==> src/rtl/lm_sm_sequencer_if.sv <==
// LM/SM sequencer port bundle.
// master = issuing pipeline side, slave = sequencer.
interface lm_sm_sequencer_if;
    logic        start;
    logic [15:0] ir;
    logic [15:0] base_addr;
    logic        mem_ready;
    logic        busy;
    logic        stall;
    logic [2:0]  reg_addr;
    logic [15:0] mem_addr;
    logic        mem_rd;
    logic        mem_wr;
    logic        rf_wr;
    logic        done;

    modport master (
        output start, ir, base_addr, mem_ready,
        input  busy, stall, reg_addr, mem_addr,
        input  mem_rd, mem_wr, rf_wr, done
    );

    modport slave (
        input  start, ir, base_addr, mem_ready,
        output busy, stall, reg_addr, mem_addr,
        output mem_rd, mem_wr, rf_wr, done
    );
endinterface

==> src/rtl/lm_sm_sequencer.sv <==
// Load/Store-Multiple sequencer: walks ir[7:0] from R0 to R7,
// one memory beat per set bit at dense consecutive addresses.
module lm_sm_sequencer (
    input  logic clk,
    input  logic rst,
    lm_sm_sequencer_if.slave bus
);
    typedef enum logic {IDLE, XFER} state_t;

    state_t      state_q;
    logic [7:0]  list_q;
    logic [15:0] addr_q;
    logic        is_load_q;
    logic        done_q;

    logic [3:0]  opcode;
    logic        go;
    logic [2:0]  low_idx;
    logic [7:0]  list_nxt;
    logic        last;
    logic        busy;

    assign opcode   = bus.ir[15:12];
    assign go       = bus.start
                    && (opcode == 4'b0110 || opcode == 4'b0111)
                    && (bus.ir[7:0] != 8'd0);
    assign list_nxt = list_q & (list_q - 8'd1);
    assign last     = (list_nxt == 8'd0);
    assign busy     = (state_q == XFER);

    // Lowest set bit of the remaining list selects this beat's register.
    always_comb begin
        low_idx = 3'd0;
        for (int i = 7; i >= 0; i--) begin
            if (list_q[i]) low_idx = 3'(i);
        end
    end

    // Sequencer FSM: latch on issue, retire one list bit per accepted beat.
    always_ff @(posedge clk or negedge rst) begin
        if (!rst) begin
            state_q   <= IDLE;
            list_q    <= 8'd0;
            addr_q    <= 16'd0;
            is_load_q <= 1'b0;
            done_q    <= 1'b0;
        end else begin
            done_q <= 1'b0;
            unique case (state_q)
                IDLE: begin
                    if (go) begin
                        list_q    <= bus.ir[7:0];
                        addr_q    <= bus.base_addr;
                        is_load_q <= (opcode == 4'b0110);
                        state_q   <= XFER;
                    end
                end
                XFER: begin
                    if (bus.mem_ready) begin
                        list_q <= list_nxt;
                        addr_q <= addr_q + 16'd1;
                        if (last) begin
                            state_q <= IDLE;
                            done_q  <= 1'b1;
                        end
                    end
                end
                default: state_q <= IDLE;
            endcase
        end
    end

    assign bus.busy     = busy;
    assign bus.stall    = busy;
    assign bus.reg_addr = busy ? low_idx : 3'd0;
    assign bus.mem_addr = addr_q;
    assign bus.mem_rd   = busy & is_load_q;
    assign bus.mem_wr   = busy & ~is_load_q;
    assign bus.rf_wr    = bus.mem_rd & bus.mem_ready;
    assign bus.done     = done_q;
endmodule

==> src/flat_wrapper.sv <==
// flat-port wrapper written by rule: the top's interface ports become plain ports
module lm_sm_sequencer_flat 
  (clk, rst, bus_start, bus_ir, bus_base_addr, bus_mem_ready, bus_busy, bus_stall, bus_reg_addr, bus_mem_addr, bus_mem_rd, bus_mem_wr, bus_rf_wr, bus_done);
  lm_sm_sequencer_if bus_i ();
  input  logic clk;
  input  logic rst;
  input wire logic [$bits(bus_i.start)-1:0] bus_start;
  input wire logic [$bits(bus_i.ir)-1:0] bus_ir;
  input wire logic [$bits(bus_i.base_addr)-1:0] bus_base_addr;
  input wire logic [$bits(bus_i.mem_ready)-1:0] bus_mem_ready;
  output wire logic [$bits(bus_i.busy)-1:0] bus_busy;
  output wire logic [$bits(bus_i.stall)-1:0] bus_stall;
  output wire logic [$bits(bus_i.reg_addr)-1:0] bus_reg_addr;
  output wire logic [$bits(bus_i.mem_addr)-1:0] bus_mem_addr;
  output wire logic [$bits(bus_i.mem_rd)-1:0] bus_mem_rd;
  output wire logic [$bits(bus_i.mem_wr)-1:0] bus_mem_wr;
  output wire logic [$bits(bus_i.rf_wr)-1:0] bus_rf_wr;
  output wire logic [$bits(bus_i.done)-1:0] bus_done;
  assign bus_i.start = bus_start;
  assign bus_i.ir = bus_ir;
  assign bus_i.base_addr = bus_base_addr;
  assign bus_i.mem_ready = bus_mem_ready;
  assign bus_busy = bus_i.busy;
  assign bus_stall = bus_i.stall;
  assign bus_reg_addr = bus_i.reg_addr;
  assign bus_mem_addr = bus_i.mem_addr;
  assign bus_mem_rd = bus_i.mem_rd;
  assign bus_mem_wr = bus_i.mem_wr;
  assign bus_rf_wr = bus_i.rf_wr;
  assign bus_done = bus_i.done;
  lm_sm_sequencer u_core (.clk(clk), .rst(rst), .bus(bus_i));
endmodule
==> config.mk <==
export PLATFORM = sky130hd
export DESIGN_NAME = lm_sm_sequencer_flat
export DESIGN_NICKNAME = d
export VERILOG_FILES = /design/src/rtl/lm_sm_sequencer_if.sv /design/src/rtl/lm_sm_sequencer.sv /design/src/flat_wrapper.sv
export SDC_FILE = /design/constraint.sdc
export NUM_CORES = 1
export LEC_CHECK = 0
export BUFFER_PORTS_ARGS = -buffer_cell sky130_fd_sc_hd__buf_2
export CAP_MARGIN = 15
export CELL_PAD_IN_SITES_DETAIL_PLACEMENT = 1
export CELL_PAD_IN_SITES_GLOBAL_PLACEMENT = 1
export CORE_MARGIN = 10
export CORE_UTILIZATION = 33
export CTS_CLUSTER_DIAMETER = 50
export CTS_CLUSTER_SIZE = 16
export DETAILED_ROUTE_END_ITERATION = 7
export PLACE_DENSITY_LB_ADDON = 0.1
export RECOVER_POWER = 100
export SLEW_MARGIN = 20
export SYNTH_ARGS = -nofsm -noshare
export SYNTH_HDL_FRONTEND = slang
export SYNTH_SLANG_ARGS = --single-unit
==> constraint.sdc <==
create_clock -name clk -period 1.81 [get_ports clk]
set_input_delay 0.2715 -clock clk [delete_from_list [all_inputs] [get_ports clk]]
set_output_delay 0.2715 -clock clk [all_outputs]
set_load 0.05 [all_outputs]
==> results.json <==
{
  "root_buffer": "clkbuf_8",
  "num_vias": 1911,
  "htreeDepth": 1,
  "r2r_slack_ns": 0.02,
  "die_w_um": 93.56,
  "grt_pass1_vias": 1994,
  "min_path_type": "primary input to flop",
  "detail-route-antenna-nets": 0,
  "drv_slew": 28,
  "clock_latency_ns": 0.28,
  "max_stage_delay_ns": 0.58,
  "yosys.area.top_type": "dfrtp_1",
  "synth_most_common_cell": "dfrtp_1",
  "cts_tree": "yes",
  "synth.area.top_cells": "dfrtp_1, mux2i_1, o21ai_0, nand2_1, a22o_1",
  "fmax_mhz": 545.7,
  "n_fill_cell": 644,
  "synth.cells.most_frequent": "dfrtp_1, nand2_1, clkbuf_1, o21ai_0, nor2_1",
  "r2r_end": "u_core.bus.done",
  "p_int_uw": 2235,
  "routed_wl_um": 6542,
  "die_area_um2": 8753,
  "hold_start": "bus_ir[12]",
  "cts_num_sinks": 27,
  "avgSynthCellArea_um2": 8.795,
  "slew_headroom_pct": -3.188,
  "area_growth_pct": 39.52,
  "io_pins": 61,
  "vdd_ir_drop_max_mv": 0.7814,
  "power_density_nw_per_um2": 1962,
  "finClkSkew_ns": 0.007448,
  "grtUsageTotal_pct": 14.33,
  "synth_top_area_share_pct": 37.84,
  "async_reset_ff_share_pct": 100.0,
  "pwr-share-clk_pct": 7.6,
  "post-dp-hpwl_um": 4724,
  "grt_remaining_overflow": 0,
  "rows": 26,
  "violations": "capacitance limit, slew limit, setup timing",
  "drt-pass1-iter-count": 5,
  "post_drt_wl_per_cell_um": 18.74,
  "finalCriticalPeriod_ns": 1.833,
  "critical_path_class": "flop to output pin",
  "syn-cell-area_um2": 1785,
  "cts_buffers": 3,
  "seqPwrFrac_pct": 25.2,
  "final_layout_size_suffix_gt1_share_pct": 35.48,
  "syn_nets": 240,
  "port_buffers": 56,
  "rr_worst_depth": 6,
  "p_comb_share_pct": 67.1,
  "end_kind": "output pin",
  "fp.dieH_um": 93.56,
  "synth_flop_cell": "dfrtp_1",
  "rsz0062_at_grt": "true",
  "nets": 317,
  "synthCells": 203,
  "rr_startpoint": "u_core.list_q[1]",
  "tightest_slew_ns": 1.548,
  "design_power_total_uw": 4888,
  "synth.distinct_cells": 54,
  "cp_cell_sequence": "or4_4 -> nor3_4 -> buf_6",
  "yosys_warnings": 0,
  "hold_viol": 0,
  "setup_violations": 1,
  "fin_area_um2": 2491,
  "p_leak_uw": 0.001108,
  "ys_ff_latch": 27,
  "cts_buffer_depth": 2,
  "outcome": "finished with violations",
  "drt_iter0_drc": 113,
  "core_um2": 5172,
  "fin_crit_sh_pct": 101.3,
  "multiInputGateArea_um2": 1095,
  "hold_end": "u_core.is_load_q",
  "dpl-instance-area_um2": 2359,
  "grt_pass1_wl_um": 10340,
  "clk_pin_slew_ns": 0.11,
  "switching_power_uw": 2652,
  "worstSetupStartpointType": "flop",
  "cts_hold_buffers": 0,
  "path_max_fanout": 3,
  "drt-vias-per-instance": 5.476,
  "regArea_um2": 683.2,
  "num_antenna_cells": 0,
  "worst_slack_ns": -0.02265,
  "cp_slowest_cell": "or4_4",
  "crit_buf_inv": 1,
  "crit_required_ns": 1.54,
  "switching_share_pct": 54.27,
  "antenna_found_initial": 0,
  "grt_max_degree": 28,
  "yosysSeqAreaShare_pct": 37.84,
  "arrival_ns": 1.56,
  "synth_edf_count": 0,
  "maxCapViolations": 1,
  "min_delay_path_depth": 2,
  "post-route-drc-count": 0,
  "critPathTopFamily": "simple AND/OR/NAND/NOR gates",
  "gp_congestion": 0.7380,
  "initial_core_util_pct": 34.52
}
==> final cells by class <==
class	instances	share of cell area, %
multi-input cells	148	43.95
flip-flops and latches	27	27.42
repair buffers	90	21.65
well taps	70	3.516
clock buffers	3	1.657
inverters	10	1.507
clock inverters	1	0.3014
==> power by group through the flow <==
stage,clock (µW),sequential [µW],combinational [µW]
3_3_place_gp,0,1210,2950
2_1_floorplan,0,1880,1410
3_5_place_dp,0,1210,3000
4_1_cts,384,1210,3240
5_1_grt,417,1280,3530
6_report,373,1230,3280
==> sequential cells by signal (all words and copies together) (netlist names) <==
signal / cells
u_core.bus.busy: 1
u_core.list_q: 8
u_core.is_load_q: 1
u_core.bus.done: 1
u_core.bus.mem_addr: 16
==> repair_timing <==
action,4_1_cts,5_1_grt
pin swaps,4,5
gates resized for setup,12,12
buffers inserted,3,1
endpoints found under the setup margin,4,8
gates cloned,0,0
==> worst max-delay path by stage <==
stage | from | end | slack, ns | depth (start not counted)
floorplan | u_core.bus.busy | bus_reg_addr[0] | -0.05 | 4
detailed placement | bus_ir[6] | u_core.bus.mem_addr[7] | -0.17 | 6
global placement | bus_ir[6] | u_core.bus.mem_addr[13] | -0.15 | 5
finish | u_core.list_q[1] | bus_reg_addr[2] | -0.02 | 3
CTS | u_core.list_q[0] | bus_reg_addr[2] | -0.14 | 4
global route | u_core.list_q[3] | u_core.bus.done | -0.11 | 6
==> cell families after synthesis <==
group | share of synthesized area [%]
AO/OA/AOI/OAI | 21.37
adder cells (fa/ha/maj) | 1.261
buffers and inverters | 6.658
flip-flops | 37.84
multiplexers | 6.447
AND/OR/NAND/NOR | 26.42
==> layer usage <==
layer | share of wire [%] | GRT usage [%] | up-vias
met5 | 0 | 0 | -
met4 | 0.47 | 3.038 | 0
met3 | 5.5 | 3.197 | 4
met2 | 45 | 22.56 | 50
met1 | 49 | 19.52 | 940
li1 | - | - | 917
==> layout by cell type, fill, tap and decap left out, types with 2 or more instances in the layout <==
cell,n
clkbuf_2,7
nor2_2,3
and4_1,3
a21oi_1,5
nand2_1,14
o21ai_0,12
and3_1,6
dfrtp_2,6
buf_6,4
nand4b_1,4
buf_4,28
mux2i_1,10
nor3b_1,2
or4_4,2
a221o_1,4
nor4_4,2
nor2_1,7
nor3_1,7
or4_1,2
inv_1,10
clkbuf_1,19
nand4_1,3
nand3_1,8
clkbuf_8,3
and2_1,5
dfrtp_1,21
nand2b_1,2
o22ai_1,5
nor2b_1,3
buf_2,30
a22o_1,6
==> through the flow <==
stage | hold WS, ns | setup WS (ns) | utilization [%] | TNS (ns) | std cells
floorplan | -0.02409 | -0.05229 | - | -0.08968 | 203
global placement | 0.3419 | -0.1543 | 45.60 | -1.180 | 342
detailed placement | 0.3446 | -0.1733 | 45.60 | -1.501 | 342
CTS | 0.02663 | -0.1409 | 47.90 | -0.3834 | 349
global route | 0.1401 | -0.1136 | 48.16 | -0.3360 | 349
finish | 0.1509 | -0.02265 | 48.16 | -0.02265 | 349
Note: power is estimated with default switching activity, not from simulation.
